==> src/rtl/fc_layer_seq.sv <==
// Sequential fully-connected layer with ReLU: one signed MAC is time-shared
// across all neurons, and weights are streamed from an external ROM.
module fc_layer_seq #(
    parameter int WIDTH = 8,
    parameter int IN    = 128,
    parameter int OUT   = 10,
    parameter int ACC_W = WIDTH*2 + $clog2(IN),
    parameter int AW    = $clog2(IN*OUT)
) (
    input  logic                  clk,
    input  logic                  rst_n,
    input  logic                  in_valid,
    output logic                  in_ready,
    input  logic [WIDTH-1:0]      in_data,
    output logic [AW-1:0]         w_addr,
    output logic                  w_en,
    input  logic [WIDTH-1:0]      w_data,
    output logic                  out_valid,
    input  logic                  out_ready,
    output logic [ACC_W-1:0]      out_data,
    output logic [$clog2(OUT):0]  out_idx,
    output logic                  out_last,
    output logic                  busy
);
    localparam int IW = $clog2(IN);
    localparam int NW = $clog2(OUT) + 1;
    localparam int PW = 2*WIDTH;

    typedef enum logic [2:0] {IDLE, LOAD, COMPUTE, DRAIN, EMIT} state_t;
    state_t state, state_nx;

    logic [IW-1:0]        i, i_d;
    logic [NW-1:0]        n;
    logic [ACC_W-1:0]     acc;
    logic                 mac_v;
    logic [WIDTH-1:0]     x_buf [IN];
    logic signed [PW-1:0] prod;
    logic                 i_last, n_last, beat, hs;

    assign i_last = (i == IW'(IN-1));
    assign n_last = (n == NW'(OUT-1));
    assign beat   = in_valid & in_ready;
    assign hs     = out_valid & out_ready;
    assign prod   = $signed(x_buf[i_d]) * $signed(w_data);

    always_ff @(posedge clk or negedge rst_n) begin
        if (!rst_n) state <= IDLE;
        else        state <= state_nx;
    end

    always_comb begin
        state_nx = state;
        in_ready = 1'b0;
        w_en     = 1'b0;
        w_addr   = '0;
        busy     = 1'b0;
        case (state)
            IDLE: state_nx = LOAD;
            LOAD: begin
                in_ready = 1'b1;
                if (in_valid && i_last) state_nx = COMPUTE;
            end
            COMPUTE: begin
                busy   = 1'b1;
                w_en   = 1'b1;
                w_addr = AW'(n) * AW'(IN) + AW'(i);
                if (i_last) state_nx = DRAIN;
            end
            DRAIN: begin
                busy     = 1'b1;
                state_nx = EMIT;
            end
            EMIT: begin
                busy = 1'b1;
                if (hs) state_nx = n_last ? LOAD : COMPUTE;
            end
            default: state_nx = IDLE;
        endcase
    end

    // Weight data arrives one cycle after w_en, so the MAC runs on the delayed index.
    always_ff @(posedge clk or negedge rst_n) begin
        if (!rst_n) begin
            i         <= '0;
            i_d       <= '0;
            n         <= '0;
            acc       <= '0;
            mac_v     <= 1'b0;
            out_valid <= 1'b0;
        end else begin
            mac_v <= w_en;
            i_d   <= i;
            if (mac_v) acc <= acc + {{(ACC_W-PW){prod[PW-1]}}, prod};
            case (state)
                LOAD: begin
                    if (in_valid) begin
                        if (i_last) begin
                            i   <= '0;
                            n   <= '0;
                            acc <= '0;
                        end else begin
                            i <= i + 1'b1;
                        end
                    end
                end
                COMPUTE: i <= i_last ? '0 : i + 1'b1;
                DRAIN:   out_valid <= 1'b1;
                EMIT: begin
                    if (hs) begin
                        out_valid <= 1'b0;
                        if (!n_last) begin
                            n   <= n + 1'b1;
                            acc <= '0;
                        end
                    end
                end
                default: ;
            endcase
        end
    end

    always_ff @(posedge clk) begin
        if (beat) x_buf[i] <= in_data;
    end

    // ACC_W is wide enough for IN worst-case products, so ReLU is the only clamp.
    assign out_data = (out_valid && !acc[ACC_W-1]) ? acc : '0;
    assign out_idx  = out_valid ? n : '0;
    assign out_last = out_valid & n_last;

endmodule

==> config.mk <==
export PLATFORM = sky130hd
export DESIGN_NAME = fc_layer_seq
export DESIGN_NICKNAME = d
export VERILOG_FILES = /design/src/rtl/fc_layer_seq.sv
export SDC_FILE = /design/constraint.sdc
export NUM_CORES = 1
export LEC_CHECK = 0
export BUFFER_PORTS_ARGS = -buffer_cell sky130_fd_sc_hd__buf_4
export CORE_ASPECT_RATIO = 0.5
export CORE_MARGIN = 2
export CORE_UTILIZATION = 51
export DETAILED_ROUTE_END_ITERATION = 10
export PLACE_DENSITY = 0.79
export SYNTH_ARGS = -nofsm -noshare
export SYNTH_HDL_FRONTEND = slang
export SYNTH_SLANG_ARGS = --single-unit
==> constraint.sdc <==
create_clock -name clk -period 7.5 [get_ports clk]
set_input_delay 1.5 -clock clk [delete_from_list [all_inputs] [get_ports clk]]
set_output_delay 1.5 -clock clk [all_outputs]
set_load 0.1 [all_outputs]
==> impl_metrics.toml, run 1 <==
[status]
outcome = "finished, violations left"
violations = "setup timing"

[setup_path]
worstPathBufferInverterCount = 9
cp-startpoint = "i_d[0]$_DFF_PN0_"
crit_top_cell = "fa_1"
max_stage_delay_ns = 0.58
path_delay_family = "adder cells"
cp.required_ns = 8.11
crit_type = "reg2reg"
endpoint_kind = "flop"
critPathLaunchType = "flop"
crit_fanout = 7
cp_slowest_cell = "fa_1"
reg2reg_from = "i_d[0]$_DFF_PN0_"
cp.arrival_ns = 8.93

[power_and_ir_drop]
power_frac_seq_pct = 49.3
p_leak_nw = 17.1
combPwrFrac_pct = 12.3
p_int_w = 0.0101
pwr-share-clk_pct = 38.4
powerDensity_nw_per_um2 = 253
power.switching_w = 0.00317
ir_worst_vdd_mv = 0.184
switching_share_pct = 23.9

[clocking]
clk_pin_slew_worst_paths_ns = 0.07
ctsHtreeMaxLevel = 3
clock_sinks = 1071
cts.path.max_buffers = 3
clkLatencyLatePin_ns = 0.69
cts_made_buffers = 94
cts_tree = "yes"
cts-root-buf = "clkbuf_16"

[synth]
synth_compound_area_share_pct = 1.17
synth_area_leaders = "edfxtp_1 68%, mux4_2 17%, dfrtp_1 2.6%, fa_1 2.5%, nor2_1 1.5%"
muxShareOfSynthArea_pct = 17.6
syn_nets = 2392
synth_edf_count = 1024
synth_top_cell_area_share_pct = 68.0
synthAdderAreaFrac_pct = 4.00
syn_area_um2 = 45300
synthArstFlopShare_pct = 4.39
ys_warn_count = 0
avgSynthCellArea_um2 = 20.0
synth_common_cells = "1,024 x edfxtp_1, 336 x mux4_2, 185 x nor2_1"
synthCells = 2261
synthMostInstantiatedCell = "edfxtp_1"
synthXorXnorAreaFrac_pct = 0.813
ys.flop_type = "edfxtp_1"
yosysUniqueCellTypes = 51
synth_top_family_by_area = "multiplexers"
yosysTopAreaCell = "edfxtp_1"
synth-simple-area-share_pct = 4.06
ys_seq_elements = 1071
yosysSeqAreaShare_pct = 70.6

[routing]
drt_iter0_drc = 3670
wl_per_cell_um = 31.8
avgViaCountPerCell = 6.52
final_antenna_net_count = 0
firstDrtPassIters = 6
routed_wl_um = 120000
drc_errors = 0
vias = 24700

[layout]
finalNetCount = 2649
utilization_pct = 59.6
syn_to_final_growth_pct = 16.1
drive_gt1_share_pct = 31.2

[grt]
grt_pass1_vias = 24700
grt_pass1_wl_um = 170000
grt_usage_pct = 25.5
grt_max_degree = 129
antenna_found_initial = 4
grt_remaining_overflow = 0

[min_path]
min-delay-start = "acc[19]$_DFF_PN0_"
hold_path_class = "reg2reg"

[floorplan]
io-pin-count = 64
dieArea_um2 = 91300
die_h_um = 215
fp-row-count = 77
core_um2 = 88200
start_util_pct = 51.3
die_x_um = 425

[placed_design]
gp_congestion = 0.860
hpwl_um = 65200
io_buffers = 62
detailedPlace.worstSlack_ns = -0.686

[sta]
fin_crit_sh_pct = 111
drv_slew = 0
skew_ns = 0.0269
hold_viol = 0
fin_crit_ns = 8.33
slew_headroom_pct = 7.29
tightest_slew_ns = 1.39
rsz0062_at_grt = "true"
fmax_mhz = 120
worst_slack_ns = -0.826
setup_tns_ns = -6.97
setup_violations = 14

[run]
cap_viol_max_count = 0
## cell type report
class,instances,area (µm²)
Antenna cell,1,2.50
Clock buffer,110,2490
Clock inverter,66,679
Fill cell,5769,35600
Inverter,101,379
Multi-Input combinational cell,986,12800
Sequential cell,1071,31900
Tap cell,1185,1480
Timing Repair Buffer,264,2830
## power by group through the flow
stage | Sequential [W] | Combinational, W | Clock (W)
finish | 0.00654 | 0.00164 | 0.00509
CTS | 0.00654 | 0.00151 | 0.00504
floorplan | 0.00668 | 0.000874 | 0
detailed placement | 0.00668 | 0.00140 | 0
global route | 0.00654 | 0.00180 | 0.00529
global placement | 0.00667 | 0.00136 | 0
## cell usage in the layout (no fill, tap or decap), types with 15 or more instances in the layout
cell,netlist,final
clkbuf_16,0,100
dfrtp_1,47,43
buf_4,1,193
buf_6,3,18
nor2b_1,55,51
inv_1,101,97
nand3_1,16,15
buf_12,0,36
edfxtp_1,1024,1024
mux4_2,336,336
fa_1,56,54
mux2i_1,19,19
xnor2_1,33,32
nand2_1,30,29
clkinv_2,0,18
clkinv_1,0,17
a21oi_1,27,17
nand2b_1,20,17
ha_1,55,50
and2_1,44,44
nor2_1,185,182
## worst reg2reg max path, delay by kind of cell, from the launching register on
kind | cells | cell delay [ns]
flops | 1 | 0.52
simple gates | 7 | 1.11
buf+inv | 9 | 0.87
fa+ha+maj | 6 | 2.72
mux | 4 | 1.86
xor+xnor | 1 | 0.12
compound gates | 7 | 1.05
## metrics by stage
stage                     power [W]  hold slack (ns)  cell area, µm²  instances
final                        0.0133            0.568           52600       3784
after global routing         0.0136            0.597           52600       3783
after CTS                    0.0131            0.572           52200       3764
after detailed placement    0.00807            0.529           48500       3560
after global placement      0.00804            0.533           48500       3560
after floorplan             0.00755            0.352           45600       2261
## per-layer routing
layer | up-vias | part of all wire, % | wire length (µm) | global-route usage [%]
met1 | 12600 | 34 | 41300 | 33.7
li1 | 9555 | - | - | -
met2 | 2073 | 49 | 59200 | 41.6
met3 | 379 | 12 | 14300 | 6.28
met4 | 6 | 4.5 | 5360 | 8.90
met5 | - | 0.028 | 34 | 0
## kinds of logic (layout without fill, tap and decap cells)
group                    count (synthesis)  in the layout
AND/OR/NAND/NOR                        383            383
XOR/XNOR                                42             42
flip-flops                            1071           1071
adder cells (fa/ha/maj)                111            111
other                                    1              2
AO/OA/AOI/OAI                           84             84
buffers and inverters                  204            541
multiplexers                           365            365
## what timing repair did
item / CTS / global route
hold buffers: 0 / 0
resized for setup: 44 / 35
cloned: 7 / 3
pin swaps: 14 / 27
endpoints found under the setup margin: 10 / 14
setup buffers: 21 / 16
## state kept, by name, indices dropped and copies added, names as in the netlist
name / flops
i_d: 7
i: 7
out_valid: 1
acc: 23
n: 5
mac_v: 1
x_buf: 1024
state: 3
## final timing paths
| path | cells after the start | endpoint | slack [ns] |
|---|---|---|---|
| setup / recovery | 34 | acc[22]$_DFF_PN0_ | -0.83 |
| hold / removal | 2 | acc[19]$_DFF_PN0_ | 0.57 |
| setup reg to reg | 34 | acc[22]$_DFF_PN0_ | -0.83 |
| hold reg to reg | 2 | acc[19]$_DFF_PN0_ | 0.57 |
| max in group asynchronous | 1 | i_d[0]$_DFF_PN0_ | 6.12 |
| min in group asynchronous | 1 | acc[2]$_DFF_PN0_ | 0.86 |
Note: power is estimated with default switching activity, not from simulation.
==> run 2: changes to the inputs <==
PLACE_DENSITY = 0.69   (was 0.79)
==> run 2 against run 1 <==
Power shrank 0.17%. Flip-flop and latch count is the same. Register-to-register slack gained 0.02 ns. Final area grew 1.0%. Clock power shrank 5.9%. The flow still finishes with violations (setup timing). Sequential power is essentially flat. Critical path type unchanged. Sequential share of layout area shrank 0.61 points. Non-clock buffer count grew 33. Hold slack lost 0.0052 ns. Largest cell class unchanged. Clock-buffer cell count shrank 2. Critical endpoint is now acc[21]$_DFF_PN0_.
==> impl_metrics.toml, run 2 (synthesized netlist as in run 1, its figures left out) <==
[status]
outcome = "finished, violations left"
violations = "setup timing"

[setup_path]
crit_type = "reg2reg"
worstSetupPathDepth = 34
crit_fanout = 8
critPathLaunchType = "flop"
path_delay_family = "adder cells"
max_stage_delay_ns = 0.58
cp.required_ns = 8.03
reg2reg_depth = 34
cp.arrival_ns = 8.84
r2r_slack_ns = -0.81
reg2reg_from = "i_d[0]$_DFF_PN0_"
cp_slowest_cell = "mux4_2"
r2r_end = "acc[21]$_DFF_PN0_"
cp-startpoint = "i_d[0]$_DFF_PN0_"
worstPathBufferInverterCount = 9
endpoint_kind = "flop"
crit_top_cell = "fa_1"

[floorplan]
die_x_um = 425
core_um2 = 88200
dieArea_um2 = 91300
die_h_um = 215
start_util_pct = 51.3
fp-row-count = 77
io-pin-count = 64

[sta]
fin_crit_sh_pct = 111
rsz0062_at_grt = "true"
setup_violations = 13
drv_slew = 0
fmax_mhz = 120
fin_crit_ns = 8.31
skew_ns = 0.0329
worst_slack_ns = -0.806
slew_headroom_pct = 30.2
tightest_slew_ns = 1.05
hold_viol = 0

[grt]
grt-busiest-layer = "met2"
antenna_found_initial = 3
use_met1_pct = 34.6
grt_max_degree = 88
grt_pass1_vias = 23100
grt_remaining_overflow = 0
met3_usage_pct = 4.56
grtUsageMet2_pct = 36.0
grt_pass1_wl_um = 155000
grt_usage_pct = 23.1

[layout]
largest_reg_flops = 1024
reg_top3 = "x_buf x1024, acc x23"
finalNetCount = 2680
diodes = 0
utilization_pct = 60.2
final_area_um2 = 53100
final_common_cell = "edfxtp_1"
largest_register = "x_buf"
fin_cells = 3812
syn_to_final_growth_pct = 17.3
final_cell_mix = "1,024 x edfxtp_1, 336 x mux4_2, 204 x buf_4, 183 x nor2_1, 98 x clkbuf_16"
drive_gt1_share_pct = 33.5
fillCellCount = 6064

[clocking]
clkLatencyLatePin_ns = 0.68
ctsHtreeMaxLevel = 3
cts_tree = "yes"
cts-hold-fix-buffers = 0
cts.path.max_buffers = 3
clock_sinks = 1071
cts-root-buf = "clkbuf_16"
clk_pin_slew_worst_paths_ns = 0.07
cts_made_buffers = 92

[placed_design]
placed_cell_area_um2 = 48600
hpwl_um = 64200
placedCellCount = 3577
detailedPlace.worstSlack_ns = -0.814
io_buffers = 62
gp_congestion = 0.830

[min_path]
hold_path_class = "reg2reg"
hold_path_depth = 0
min-delay-start = "i[0]$_DFFE_PN0P_"
min_to = "i_d[0]$_DFF_PN0_"

[routing]
drt_iter0_drc = 2426
wl_per_cell_um = 27.3
routed_wl_um = 104000
vias = 22800
avgViaCountPerCell = 5.99
firstDrtPassIters = 5
final_antenna_net_count = 0
drc_errors = 0

[power_and_ir_drop]
ir_worst_vdd_mv = 0.160
powerDensity_nw_per_um2 = 250
p_leak_nw = 17.3
p_total_w = 0.0133

[run]
cap_viol_max_count = 0
-- run 2: cell types whose count changed in the layout (fill, tap and decap cells not counted), moves of 8 or more --
| cell | previous run | this run |
|---|---|---|
| clkinv_2 | 18 | 26 |
| ha_4 | 4 | 14 |
| buf_6 | 18 | 31 |
| ha_1 | 50 | 39 |
| buf_4 | 193 | 204 |
-- run 2: final cells by class --
type,count,area (µm²),share of cell area [%]
Sequential cell,1071,31900,60.2
Clock buffer,108,2390,4.51
Clock inverter,64,616,1.16
Multi-Input combinational cell,986,13100,24.6
Inverter,101,379,0.714
Timing Repair Buffer,297,3220,6.06
Tap cell,1185,1480,2.79
-- run 2: through the flow --
step,TNS [ns],hold slack [ns]
2_1_floorplan,-0.124,0.352
3_3_place_gp,-5.38,0.527
3_5_place_dp,-5.84,0.542
4_1_cts,-5.58,0.561
5_1_grt,-9.44,0.569
6_report,-6.48,0.563
-- run 2: routing by layer --
metal	share of wire [%]	routed length (µm)
met1	43	44300
met2	48	49500
met3	8.3	8630
met4	1.7	1730
met5	0	0
-- run 2: worst max-delay path by stage --
stage,to
4_1_cts,acc[22]$_DFF_PN0_
6_report,acc[21]$_DFF_PN0_
3_3_place_gp,acc[22]$_DFF_PN0_
5_1_grt,acc[22]$_DFF_PN0_
3_5_place_dp,acc[22]$_DFF_PN0_
2_1_floorplan,acc[22]$_DFF_PN0_
-- run 2: power by group --
group          switching [W]  internal, W
clock network        0.00220      0.00259
registers                  0      0.00654
logic               0.000963     0.000951
-- run 2: what timing repair did --
action | CTS | global route
pin swaps | 57 | 39
endpoints found under the setup margin | 12 | 14
resized for setup | 100 | 60
setup buffers | 41 | 19
cloned | 8 | 5
==> run 3: changes to the inputs <==
SKIP_LAST_GASP = 1   (was not set)
==> run 3 against run 2 <==
The flow still finishes with violations (setup timing). Sequential power about the same. Utilization about the same. Final area about the same. Cell count about the same. Critical path depth down 1. Clock-buffer cell count unchanged. Clock skew about the same. Register-to-register slack better by 0.08 ns. Global-route usage about the same. Via count down 0.21%. Worst setup slack better by 0.083 ns. First-iteration DRC count up 2.1%. Critical endpoint is now acc[22]$_DFF_PN0_. Largest cell class unchanged.
==> impl_metrics.toml, run 3 (synthesized netlist as in run 1, its figures left out) <==
[status]
outcome = "finished, violations left"
violations = "setup timing"

[layout]
syn_to_final_growth_pct = 17.3
utilization_pct = 60.2
largest_register = "x_buf"
drive_gt1_share_pct = 33.5
final_cell_mix = "1,024 x edfxtp_1, 336 x mux4_2, 208 x buf_4, 183 x nor2_1, 98 x clkbuf_16"
fillCellCount = 6069
largest_reg_flops = 1024
finalNetCount = 2682
final_common_cell = "edfxtp_1"
reg_top3 = "x_buf x1024, acc x23"

[setup_path]
cp-startpoint = "i_d[0]$_DFF_PN0_"
crit_top_cell = "fa_1"
crit_type = "reg2reg"
reg2reg_depth = 33
reg2reg_from = "i_d[0]$_DFF_PN0_"
max_stage_delay_ns = 0.58
cp.arrival_ns = 8.81
critPathLaunchType = "flop"
endpoint_kind = "flop"
cp_slowest_cell = "mux4_2"
crit_fanout = 8
cp.required_ns = 8.08

[power_and_ir_drop]
p_leak_nw = 17.3
switching_share_pct = 23.8
powerDensity_nw_per_um2 = 249
power.switching_w = 0.00314
p_int_w = 0.0101
ir_worst_vdd_mv = 0.160
p_total_w = 0.0132
pwr-share-clk_pct = 36.2
power_frac_seq_pct = 49.5
combPwrFrac_pct = 14.3

[placed_design]
gp_congestion = 0.830
hpwl_um = 64200
io_buffers = 62
detailedPlace.worstSlack_ns = -0.814

[floorplan]
fp-row-count = 77
die_h_um = 215
core_um2 = 88200
start_util_pct = 51.3
io-pin-count = 64
die_x_um = 425
dieArea_um2 = 91300

[sta]
tightest_slew_ns = 1.03
slew_headroom_pct = 30.8
fin_crit_sh_pct = 110
skew_ns = 0.0326
rsz0062_at_grt = "true"
fmax_mhz = 122
setup_violations = 13
hold_ws_ns = 0.562
worst_slack_ns = -0.723
fin_crit_ns = 8.22
drv_slew = 0
hold_viol = 0

[clocking]
cts-hold-fix-buffers = 0
cts-root-buf = "clkbuf_16"
cts_made_buffers = 92
clock_sinks = 1071
clkLatencyLatePin_ns = 0.68
clk_pin_slew_worst_paths_ns = 0.07
cts.path.max_buffers = 3
ctsHtreeMaxLevel = 3
cts_tree = "yes"

[min_path]
min-delay-start = "i[0]$_DFFE_PN0P_"
hold_path_class = "reg2reg"
hold_path_depth = 0

[routing]
route.met2.wl_um = 49400
wl_met3_um = 8830
firstDrtPassIters = 6
drc_errors = 0
top_layer = "met4"
routed_wl_um = 104000
avgViaCountPerCell = 5.97
final_antenna_net_count = 0
wl_met1_um = 43800
drt_iter0_drc = 2478
wl_per_cell_um = 27.2
vias = 22800

[grt]
grt_remaining_overflow = 0
grt_usage_pct = 23.1
grt_pass1_vias = 23100
grt_max_degree = 88
antenna_found_initial = 3
grt_pass1_wl_um = 155000

[run]
cap_viol_max_count = 0
## run 3: layout make-up
| type | instances | area, µm² | share of cell area, % |
|---|---|---|---|
| Sequential cell | 1071 | 31900 | 60.2 |
| Multi-Input combinational cell | 986 | 13000 | 24.6 |
| Timing Repair Buffer | 299 | 3220 | 6.07 |
| Clock buffer | 108 | 2390 | 4.51 |
| Tap cell | 1185 | 1480 | 2.79 |
| Clock inverter | 64 | 616 | 1.16 |
| Inverter | 101 | 379 | 0.714 |
| Antenna cell | 1 | 2.50 | 0.00471 |
## run 3: power by group through the flow
| stage | Clock (W) | Sequential (W) | Combinational (W) |
|---|---|---|---|
| final | 0.00479 | 0.00654 | 0.00189 |
| after global placement | 0 | 0.00667 | 0.00145 |
| after detailed placement | 0 | 0.00667 | 0.00147 |
| after floorplan | 0 | 0.00668 | 0.000874 |
| after global routing | 0.00508 | 0.00654 | 0.00207 |
| after CTS | 0.00485 | 0.00654 | 0.00173 |
## run 3: per-layer routing
metal  track usage, %  up-vias
li1                 -     9630
met5                0        -
met2             36.0     1001
met3             4.56      137
met1             34.6    12000
met4             4.28        0
## run 3: per-stage QoR
| stage | instance area, µm² | setup TNS (ns) | instances |
|---|---|---|---|
| 3_5_place_dp | 48600 | -5.84 | 3577 |
| 4_1_cts | 52600 | -5.64 | 3794 |
| 6_report | 53100 | -6.31 | 3815 |
| 5_1_grt | 53100 | -9.38 | 3814 |
| 3_3_place_gp | 48600 | -5.38 | 3577 |
| 2_1_floorplan | 45600 | -0.124 | 2261 |
## run 3: worst paths after layout
check                                    end  slack (ns)
max                        acc[22]$_DFF_PN0_       -0.72
min                         i_d[0]$_DFF_PN0_        0.56
max reg2reg                acc[22]$_DFF_PN0_       -0.72
min reg2reg                 i_d[0]$_DFF_PN0_        0.56
max in group asynchronous   i_d[2]$_DFF_PN0_        6.06
min in group asynchronous   acc[8]$_DFF_PN0_        0.87
## run 3: timing repair
action / CTS / global route
gates resized for setup: 99 / 53
pin swaps: 56 / 35
cloned: 8 / 5
setup endpoints to repair: 12 / 14
endpoints found under the hold margin: 0 / 0
buffers inserted: 41 / 18
## run 3: critical path, delay by kind of cell (launching register included)
kind	cells	cell delay [ns]
adders and majority gates	6	2.54
AOI/OAI and AO/OA	7	1.01
buffers and inverters	8	0.80
muxes	4	1.93
and+or+nand+nor	7	1.05
xor gates and xnor gates	1	0.20
DFF	1	0.56
